### src/rtl/disp_scheduler.sv
// disp_scheduler: two-requester owner arbiter for a 4-digit multiplexed BCD display
// with frame-aligned handover, hold-off preemption and leading-zero blanking.
module disp_scheduler #(
    parameter int SCAN_DIV    = 32,
    parameter int HOLD_FRAMES = 4
) (
    input  logic        clk,
    input  logic        rst_n,
    input  logic [1:0]  req,
    input  logic [15:0] data0,
    input  logic [15:0] data1,
    input  logic        blank_en,
    output logic [1:0]  gnt,
    output logic [3:0]  select,
    output logic [3:0]  segment,
    output logic        frame_end
);
    typedef enum logic [1:0] {IDLE, OWN0, OWN1} state_t;
    state_t      state_q;
    logic [15:0] cnt_q, shadow_q;
    logic [3:0]  sel_q, hold_q, hold_d;
    logic [1:0]  gnt_q;
    logic        ptr_q, tick, own_id, pick, keep, take, nxt, b3, b2, b1;
    assign tick      = cnt_q == 16'(SCAN_DIV - 1);
    assign frame_end = tick && sel_q == 4'b0001;
    assign own_id    = state_q == OWN1;
    assign pick      = req == 2'b11 ? ptr_q : req[1];
    // the frame that is ending counts toward the hold before the preemption decision
    assign hold_d    = hold_q == 4'(HOLD_FRAMES) ? hold_q : hold_q + 4'd1;
    assign keep      = req[own_id] && !(req[!own_id] && hold_d == 4'(HOLD_FRAMES));
    assign take      = state_q == IDLE ? req != 2'b00 : frame_end && !keep && req[!own_id];
    assign nxt       = state_q == IDLE ? pick : !own_id;
    always_ff @(posedge clk or negedge rst_n) begin
        if (!rst_n) begin
            cnt_q    <= '0;
            sel_q    <= '0;
            state_q  <= IDLE;
            gnt_q    <= '0;
            shadow_q <= '0;
            hold_q   <= '0;
            ptr_q    <= 1'b0;
        end else begin
            cnt_q <= tick ? '0 : cnt_q + 16'd1;
            if (tick)
                sel_q <= sel_q == 4'b1000 ? 4'b0100 :
                         sel_q == 4'b0100 ? 4'b0010 :
                         sel_q == 4'b0010 ? 4'b0001 : 4'b1000;
            if (take) begin
                state_q  <= nxt ? OWN1 : OWN0;
                gnt_q    <= nxt ? 2'b10 : 2'b01;
                shadow_q <= nxt ? data1 : data0;
                hold_q   <= '0;
                ptr_q    <= !nxt;
            end else if (state_q != IDLE && frame_end) begin
                if (keep) begin
                    shadow_q <= own_id ? data1 : data0;
                    hold_q   <= hold_d;
                end else begin
                    state_q <= IDLE;
                    gnt_q   <= '0;
                end
            end
        end
    end
    assign b3      = blank_en && shadow_q[15:12] == 4'h0;
    assign b2      = b3 && shadow_q[11:8] == 4'h0;
    assign b1      = b2 && shadow_q[7:4] == 4'h0;
    assign segment = state_q == IDLE ? 4'h0 :
                     sel_q == 4'b1000 ? (b3 ? 4'hF : shadow_q[15:12]) :
                     sel_q == 4'b0100 ? (b2 ? 4'hF : shadow_q[11:8]) :
                     sel_q == 4'b0010 ? (b1 ? 4'hF : shadow_q[7:4]) :
                     sel_q == 4'b0001 ? shadow_q[3:0] : 4'h0;
    assign gnt     = gnt_q;
    assign select  = sel_q;
endmodule

### config.mk
export PLATFORM = sky130hd
export DESIGN_NAME = disp_scheduler
export DESIGN_NICKNAME = d
export VERILOG_FILES = /design/src/rtl/disp_scheduler.sv
export SDC_FILE = /design/constraint.sdc
export NUM_CORES = 1
export LEC_CHECK = 0
export ABC_CLOCK_PERIOD_IN_PS = 4330
export CORE_MARGIN = 2
export CORE_UTILIZATION = 30
export CTS_CLUSTER_SIZE = 25
export DETAILED_ROUTE_END_ITERATION = 8
export PLACE_DENSITY = 0.59
export SKIP_LAST_GASP = 1
export SYNTH_ARGS = -nofsm -noshare
export SYNTH_HDL_FRONTEND = slang
export SYNTH_SLANG_ARGS = --single-unit
### constraint.sdc
create_clock -name clk -period 4.33 [get_ports clk]
set_input_delay 0.866 -clock clk [delete_from_list [all_inputs] [get_ports clk]]
set_output_delay 0.866 -clock clk [all_outputs]
set_load 0.01 [all_outputs]
Yosys cells after proc, flatten, opt, wreduce, memory -nomap -nowiden
Cells that the tools add are included.
Operators by class
  add/sub/neg operators: 2
  mux-type cells: 32
  magnitude comparators: 2
  reductions and logical operators: 23
  equality and inequality tests: 10
Operators with widths (count)
  16-bit 2-to-1 mux: 6
  4-bit 2-to-1 mux: 15
  16-bit by 1-bit adder with 16-bit output, second input constant: 1
  16-bit by 5-bit equality test with 1-bit output, second input constant: 1
  4-bit by 3-bit equality test with 1-bit output, second input constant: 3
  4-bit zero test: 3
  1-bit logical AND: 9
  2-bit 2-to-1 mux: 4
  2-bit nonzero test: 4
  1-bit 2-to-1 mux: 7
  4-bit by 1-bit adder with 4-bit output, second input constant: 1
  2-bit equality test, second input constant: 2
  4-bit by 1-bit equality test with 1-bit output, second input constant: 1
  4-bit by 2-bit equality test with 1-bit output, second input constant: 1
  4-bit equality test, second input constant: 1
  1-bit zero test: 4
  1-bit by 2-bit less-than comparator with 1-bit output, second input constant: 2
  2-bit AND reduction: 2
  2-bit zero test: 1
  2-bit by 1-bit != test with 1-bit output, second input constant: 1
Word-level totals
  bits of input ports: 37
  register bits after elaboration: 43
  output and inout port bits: 11

Depth between registers and ports, before layout
Gate-level depths: netlist of the first run.
  word-level depth: 13
  depth in mapped cells: 8
  mapped depth without buffers: 7

Worst setup path after synthesis of the first run
No wires, ideal clock.
  kind: register to output
  start: register sel_q[1], in the netlist select[1]
  end: output segment[0]
  stages on the path, launching flop included: 4
  path buffers: 0
  arrival time: 1.711 ns
  setup slack: 1.753 ns
  path through: dfrtp_1 > nor4b_1 > nand2_1 > o221a_2
On the way
  cells in the longest elaborated chain, start to end: 6
  elaborated cells between the ends (all ways): 9
  those cells by class: 4 x eq/ne; 5 x mux
Ends and longest elaborated chain
  start, declared: RTL line 21  | logic [3:0] sel_q, hold_q, hold_d;
  start signal, assigned: RTL line 45  | sel_q <= sel_q == 4'b1000 ? 4'b0100 :
  4-bit by 1-bit equality test with 1-bit output: RTL line 72  | sel_q == 4'b0001 ? shadow_q[3:0] : 4'h0;
  4-bit 2-to-1 mux: RTL line 72
  4-bit 2-to-1 mux: RTL line 71  | sel_q == 4'b0010 ? (b1 ? 4'hF : shadow_q[7:4]) :
  4-bit 2-to-1 mux: RTL line 70  | sel_q == 4'b0100 ? (b2 ? 4'hF : shadow_q[11:8]) :
  4-bit 2-to-1 mux (*): RTL line 69  | sel_q == 4'b1000 ? (b3 ? 4'hF : shadow_q[15:12]) :
  4-bit 2-to-1 mux (*): RTL line 68  | assign segment = state_q == IDLE ? 4'h0 :
  end, declared: RTL line 15  | output logic [3:0] segment,
Mark *: on every way between the ends. The rest lies on a longest branch, timed or not.

Worst setup path in the final report of the first run
  start: input blank_en
  end: output segment[2]
On the way
  cells in the longest elaborated chain, start to end: 8
  elaborated cells between the ends (all ways): 10
  those cells by class: 7 x mux; 3 x reduce/logical
Ends and longest elaborated chain
  start, declared: RTL line 12  | input logic blank_en,
  1-bit logical AND (*): RTL line 65  | assign b3 = blank_en && shadow_q[15:12] == 4'h0;
  1-bit logical AND: RTL line 66  | assign b2 = b3 && shadow_q[11:8] == 4'h0;
  1-bit logical AND: RTL line 67  | assign b1 = b2 && shadow_q[7:4] == 4'h0;
  4-bit 2-to-1 mux (2 in a row): RTL line 71
  4-bit 2-to-1 mux: RTL line 70
  4-bit 2-to-1 mux (*): RTL line 69
  4-bit 2-to-1 mux (*): RTL line 68
Marks and branches as above.

==> results of run 1 <==
-- flip-flops by register name (all words and copies together) (netlist names) --
register	count
cnt_q	16
gnt	2
hold_q	4
ptr_q	1
select	4
shadow_q	16
-- cell type report --
type                    instances  area, sq um  share of cell area (%)
flip-flops and latches         43         1076                   30.20
multi-input cells             219         1633                   45.82
well taps                     129        161.4                   4.529
repair buffers                 53        510.5                   14.33
inverters                      22        82.58                   2.317
clock buffers                   8        100.1                   2.809
-- where the power goes --
part	internal (uW)	switching, uW
registers	487	95.6
logic	263	230
clock network	146	134
total	896	459
-- metrics by stage --
step / hold WS (ps) / power, uW / cells / worst slack (ps)
after floorplan: 435.5 / 873.7 / 298 / 1753
after global placement: 450.1 / 1080 / 466 / 781.4
after detailed placement: 457.3 / 1085 / 466 / 741.9
after CTS: 471.4 / 1368 / 474 / 720.4
after global routing: 496.5 / 1447 / 474 / 570.3
final: 470.6 / 1355 / 474 / 697.5
-- critical path, delay by kind of cell --
family / cells / cell delay (ps)
buffers and inverters: 2 / 990
AOI/OAI and AO/OA: 2 / 640
and+or+nand+nor: 2 / 260
-- worst min-delay path by stage --
stage | from | to | slack [ps] | cells after the start
3_5_place_dp | cnt_q[15] | cnt_q[15] | 460 | 1
3_3_place_gp | cnt_q[15] | cnt_q[15] | 450 | 1
4_1_cts | cnt_q[15] | cnt_q[15] | 470 | 1
2_1_floorplan | cnt_q[15] | cnt_q[15] | 440 | 1
5_1_grt | cnt_q[15] | cnt_q[15] | 500 | 1
6_report | cnt_q[15] | cnt_q[15] | 470 | 1
-- kinds of logic (layout without fill, tap and decap cells) --
logic type / after synthesis / in the layout / share of synthesized area, %
fa+ha+maj: 3 / 3 / 1.315
flops: 43 / 43 / 37.69
xor+xnor: 15 / 15 / 4.601
buf+inv: 36 / 83 / 5.127
mux: 26 / 26 / 9.422
simple gates: 99 / 99 / 19.46
compound gates: 76 / 76 / 22.39
-- routing by layer --
| metal | share of wire (%) | up-vias |
|---|---|---|
| li1 | - | 1218 |
| met2 | 50 | 41 |
| met5 | 0 | - |
| met3 | 2.7 | 9 |
| met1 | 46 | 1211 |
| met4 | 1.5 | 0 |
-- cell usage after synthesis (5+ instances only) --
cell and number:
dfrtp_1 43, a211oi_1 26, nand2_1 23, inv_1 22, mux2i_1 19, nor2_1 18, a221o_1 10, clkbuf_1 9
nand3_1 8, xor2_1 8, mux2_2 7, xnor2_1 7, a21oi_1 6, nand4_1 6, nor3_1 6, o21ai_0 6
nor2b_1 5
-- layout by cell type, fill, tap and decap left out, drive strengths merged, types with 8 or more instances in the layout --
cell type / count
nand3: 8
clkbuf: 8
inv: 22
dfrtp: 43
a211oi: 27
mux2i: 19
a221o: 10
xor2: 8
nor2: 18
nand2: 23
clkdlybuf4s50: 46
==> reports/results.tsv, run 1 <==
metric	value	unit
Clock Skews	11.48	ps
fin crit period	3633	ps
VDD IR max	0.1731	mV
H-tree levels	2	
met1 Track Usage GR	19.51	%
vias after detailed routing	2479	
CTS tree	built	
routing usage on met2	25.10	%
residual DRC count	0	
Max Freq	275.3	MHz
per-instance average area after synthesis	9.581	sq um
Core ar.	9240	sq um
antenna cells	0	
total gr overflow	0	
PwrDens	380.3	nW/um^2
critical path's largest stage delay	520	ps
Fin Setup TNS	0	ps
Netlist cell types	56	
drt wl/cell	15.47	microns
clock latency on the worst-skew pair	300	ps
first-pass GRT wire length	12160	microns
reg2reg end	shadow_q[3]	
Hold Vio Cnt, Final	0	
clk root buf	clkbuf_8	
Data arrival, critical path	2770	ps
Post-CTS Setup Inserts	0	
# fillers	949	
Seq/Total Area, Yosys	37.69	%
Worst Setup Start Kind	input port	
post-synthesis cell count	298	
Die W	101.6	microns
Die Ht	101.6	microns
Initial Util	30.90	%
crit path cell chain	clkdlybuf4s50_1 > and3_1 > nor2_1 > a222oi_1 > o221a_2 > clkdlybuf4s50_1	
synth-to-layout area growth	24.80	%
Net Count, Synth	338	
routability congestion estimate from global placement	0.8431	
WL final	7334	microns
Post-synth EDFFs	0	
die area	10310	sq um
Final Cycle Share	83.89	%
synth warn	0	
CTS clk-pin slew, worst paths	70	ps
post_cts resized	0	
largest net degree at the start of global routing	44	
drt pass-1 iters	4	
ys flop type	dfrtp_1	
Leakage	0.001438	uW
slowest CP cell	clkdlybuf4s50_1	
Mapped Area	2855	sq um
Post-synth ARST share	100.0	%
worst r2r path cells	5	
status	finished clean	
initial antenna violation count	0	
Num Clock Sinks	43	
DRT iter0 DRCs	171	
max-cap violations	0	
# nets final	384	
Setup crit end	segment[2]	
post-layout util	38.56	%
Total GRT Usage	14.99	%
fin area	3563	sq um
critical path class	input port to primary output	
layout cells sized above 1	12.17	%
crit-path most repeated cell	clkdlybuf4s50_1	
Worst R2R Setup Slack	1610	ps
worst setup path start	blank_en	
Hold Path Class	flip-flop to flip-flop	
Critical Path End Type	primary output	
Post-DP HPWL	5416	microns
Inserted Clock Buffers	5	
Slew headroom	35.83	%
Synth area leaders	dfrtp_1 (38%), a211oi_1 (6.8%), mux2i_1 (6.7%)	
Data required, critical path	3460	ps
io pins	48	
Hold-fix buffers, CTS	0	
global routing's busiest layer	met2	
Routed Antenna Nets	0	
Slew Viols, Final	0	
site row count	35	
RSZ-0062 raised after global routing	false	
Clock Tree Buf Depth	2	
reg2reg start	cnt_q[6]	
DP Area	3463	sq um
post-synth top area cell	dfrtp_1	
vias per inst	5.230	
Least-Margin Pin Slew	962.5	ps
area share of the largest cell type after synthesis	37.69	%
grt met3 use	2.622	%
Crit Path Max Fanout	4	
setup violators final	0	
vias in the first global route	2437	
Yosys reg bits	43	
Port Buf Inserts	47	
Power figures use the tool's default switching activity.
==> run 2: changes to the inputs <==
--- a/config.mk
+++ b/config.mk
@@ -5,7 +5,7 @@
 export SDC_FILE = /design/constraint.sdc
 export NUM_CORES = 1
 export LEC_CHECK = 0
-export ABC_CLOCK_PERIOD_IN_PS = 4330
+export ABC_CLOCK_PERIOD_IN_PS = 3700
 export CORE_MARGIN = 2
 export CORE_UTILIZATION = 30
 export CTS_CLUSTER_SIZE = 25
==> constraint.sdc (replaced) <==
create_clock -name clk -period 3.7 [get_ports clk]
set_input_delay 0.74 -clock clk [delete_from_list [all_inputs] [get_ports clk]]
set_output_delay 0.74 -clock clk [all_outputs]
set_load 0.01 [all_outputs]
==> run 2 against run 1 <==
Against the previous run: via count decreased by 0.52%; worst setup slack lost 510 ps; wire length up 0.60%; first-iteration DRC count fell by 32%; clock skew down 8.7 ps; largest power group unchanged; total power up 12%; register-to-register slack lost 940 ps; worst hold slack better by 5.0 ps; global-route usage barely moved; utilization shrank 0.38 points; sequential power rose by 16%; critical endpoint unchanged.
==> reports/results.tsv, run 2 (same netlist as run 1, synthesis figures left out) <==
metric	value	unit	change
status	finished clean		
RSZ-0062 raised after global routing	false		
Hold Crit Depth	1		unchanged
worst r2r path cells	5		unchanged
Clock Tree Buf Depth	2		unchanged
H-tree levels	2		unchanged
Hold Vio Cnt, Final	0		unchanged
slowest CP cell	nor4b_2		
Core ar.	9240	sq um	unchanged
vias per inst	5.236		+0.11%
Die Ht	101.6	microns	unchanged
initial antenna violation count	0		unchanged
post_cts resized	0		unchanged
Least-Margin Pin Slew	1025	ps	+62.23 ps
Inserted Clock Buffers	5		unchanged
largest registers	cnt_q (16), shadow_q (16)		
Slew headroom	31.69	%	-4.1 points
first-pass GRT wire length	12250	microns	+0.80%
Routed Antenna Nets	0		unchanged
Data required, critical path	2960	ps	-500 ps
Hold-fix buffers, CTS	0		unchanged
WP depth	5		-1
layout cells sized above 1	11.40	%	-0.77 points
Crit Path Max Fanout	8		+4
# nets final	383		-0.26%
Die W	101.6	microns	unchanged
final cell count without fillers	471		-0.63%
Worst Setup Start Kind	flip-flop		
Final Cycle Share	94.81	%	
vias in the first global route	2488		+2.1%
placed instance count	465		-0.21%
Leakage	0.001418	uW	-1.4%
total gr overflow	0		unchanged
routability congestion estimate from global placement	0.8270		-1.9%
crit path cell chain	nor4b_2 > nand2_1 > a222oi_1 > o221a_2 > clkdlybuf4s50_1		
DRT iter0 DRCs	117		-32%
largest net degree at the start of global routing	44		unchanged
Port Buf Inserts	47		unchanged
Clock Skews	2.772	ps	-8.704 ps
Min Hold Slack	475.6	ps	+4.973 ps
io pins	48		unchanged
CTS clk-pin slew, worst paths	80	ps	about the same
vias after detailed routing	2466		-0.52%
die area	10310	sq um	unchanged
critical path's largest stage delay	690	ps	+170 ps
gate family responsible for the most delay along the worst path	simple AND/OR/NAND/NOR gates		
Post-CTS Setup Inserts	0		unchanged
WL final	7378	microns	+0.60%
Fin Setup TNS	0	ps	unchanged
Num Clock Sinks	43		unchanged
PwrDens	432.1	nW/um^2	+14%
critical path class	flip-flop to primary output		
most common cell after layout, fill and taps aside	clkdlybuf4s50_1		
setup violators final	0		unchanged
residual DRC count	0		unchanged
clk root buf	clkbuf_8		
Initial Util	30.90	%	unchanged
# fillers	946		-0.32%
CTS tree	built		
Data arrival, critical path	2770	ps	about the same
Max Freq	285.1	MHz	
register area	1076	sq um	unchanged
synth-to-layout area growth	23.58	%	
WP buf/inv	1		-1
VDD IR max	0.1611	mV	-6.9%
antenna cells	0		unchanged
Hold Path Class	flip-flop to flip-flop		
max-cap violations	0		unchanged
clock latency on the worst-skew pair	290	ps	about the same
drt pass-1 iters	5		+1
fin crit period	3508	ps	
drt wl/cell	15.66	microns	+1.2%
site row count	35		unchanged
Slew Viols, Final	0		unchanged
commonest cells after routing, fill and taps aside	clkdlybuf4s50_1 (46), dfrtp_1 (43), a211oi_1 (26), nand2_1 (23), inv_1 (22)		
Total GRT Usage	15.03	%	+0.041 points
Post-DP HPWL	5484	microns	+1.3%
Multi-input gate area	1633	sq um	unchanged
Critical Path End Type	primary output		
## run 2: metal layers
metal	GRT usage [%]	routed length [microns]	vias to the layer above	share of wire [%]
met5	0	0	-	0
met4	4.054	69	0	0.94
met3	2.553	239	5	3.2
met2	25.86	3733	46	51
met1	19.46	3336	1201	45
li1	-	-	1214	-
## run 2: worst register-to-register path: cells and delay by family (launching register included)
| family | cells | cell delay, ps |
|---|---|---|
| AND/OR/NAND/NOR | 3 | 1440 |
| multiplexers | 1 | 410 |
| flip-flops | 1 | 420 |
| AO/OA/AOI/OAI | 1 | 660 |
## run 2: where the power goes
part	total (uW)	internal, uW	switching [uW]	leakage [uW]
Combinational	567	306	261	0.000845
Clock	279	126	153	0.0000371
Sequential	679	570	108	0.000537
## run 2: layout make-up
cell class / instances / area share (%)
repair buffers: 52 / 14.26
clock buffers: 6 / 2.057
flip-flops and latches: 43 / 30.50
inverters: 22 / 2.340
well taps: 129 / 4.574
multi-input cells: 219 / 46.28
## run 2: metrics by stage
step | worst slack, ps | total power (uW) | cell area (sq um) | utilization [%]
after floorplan | 1201 | 1022 | 2855 | -
after global placement | 403.9 | 1251 | 3456 | 37.40
after detailed placement | 337.9 | 1256 | 3456 | 37.40
after CTS | 184.4 | 1543 | 3528 | 38.19
after global routing | 58.47 | 1629 | 3528 | 38.19
final | 192.2 | 1525 | 3528 | 38.19
## run 2: final timing paths
check                                   to      start  slack (ps)
worst max-delay path            segment[2]  select[1]         190
worst min-delay path             cnt_q[15]  cnt_q[15]         480
worst max register to register       ptr_q  cnt_q[13]         670
worst min register to register   cnt_q[15]  cnt_q[15]         480
max in group asynchronous        select[2]      rst_n        2450
min in group asynchronous         cnt_q[0]      rst_n         620
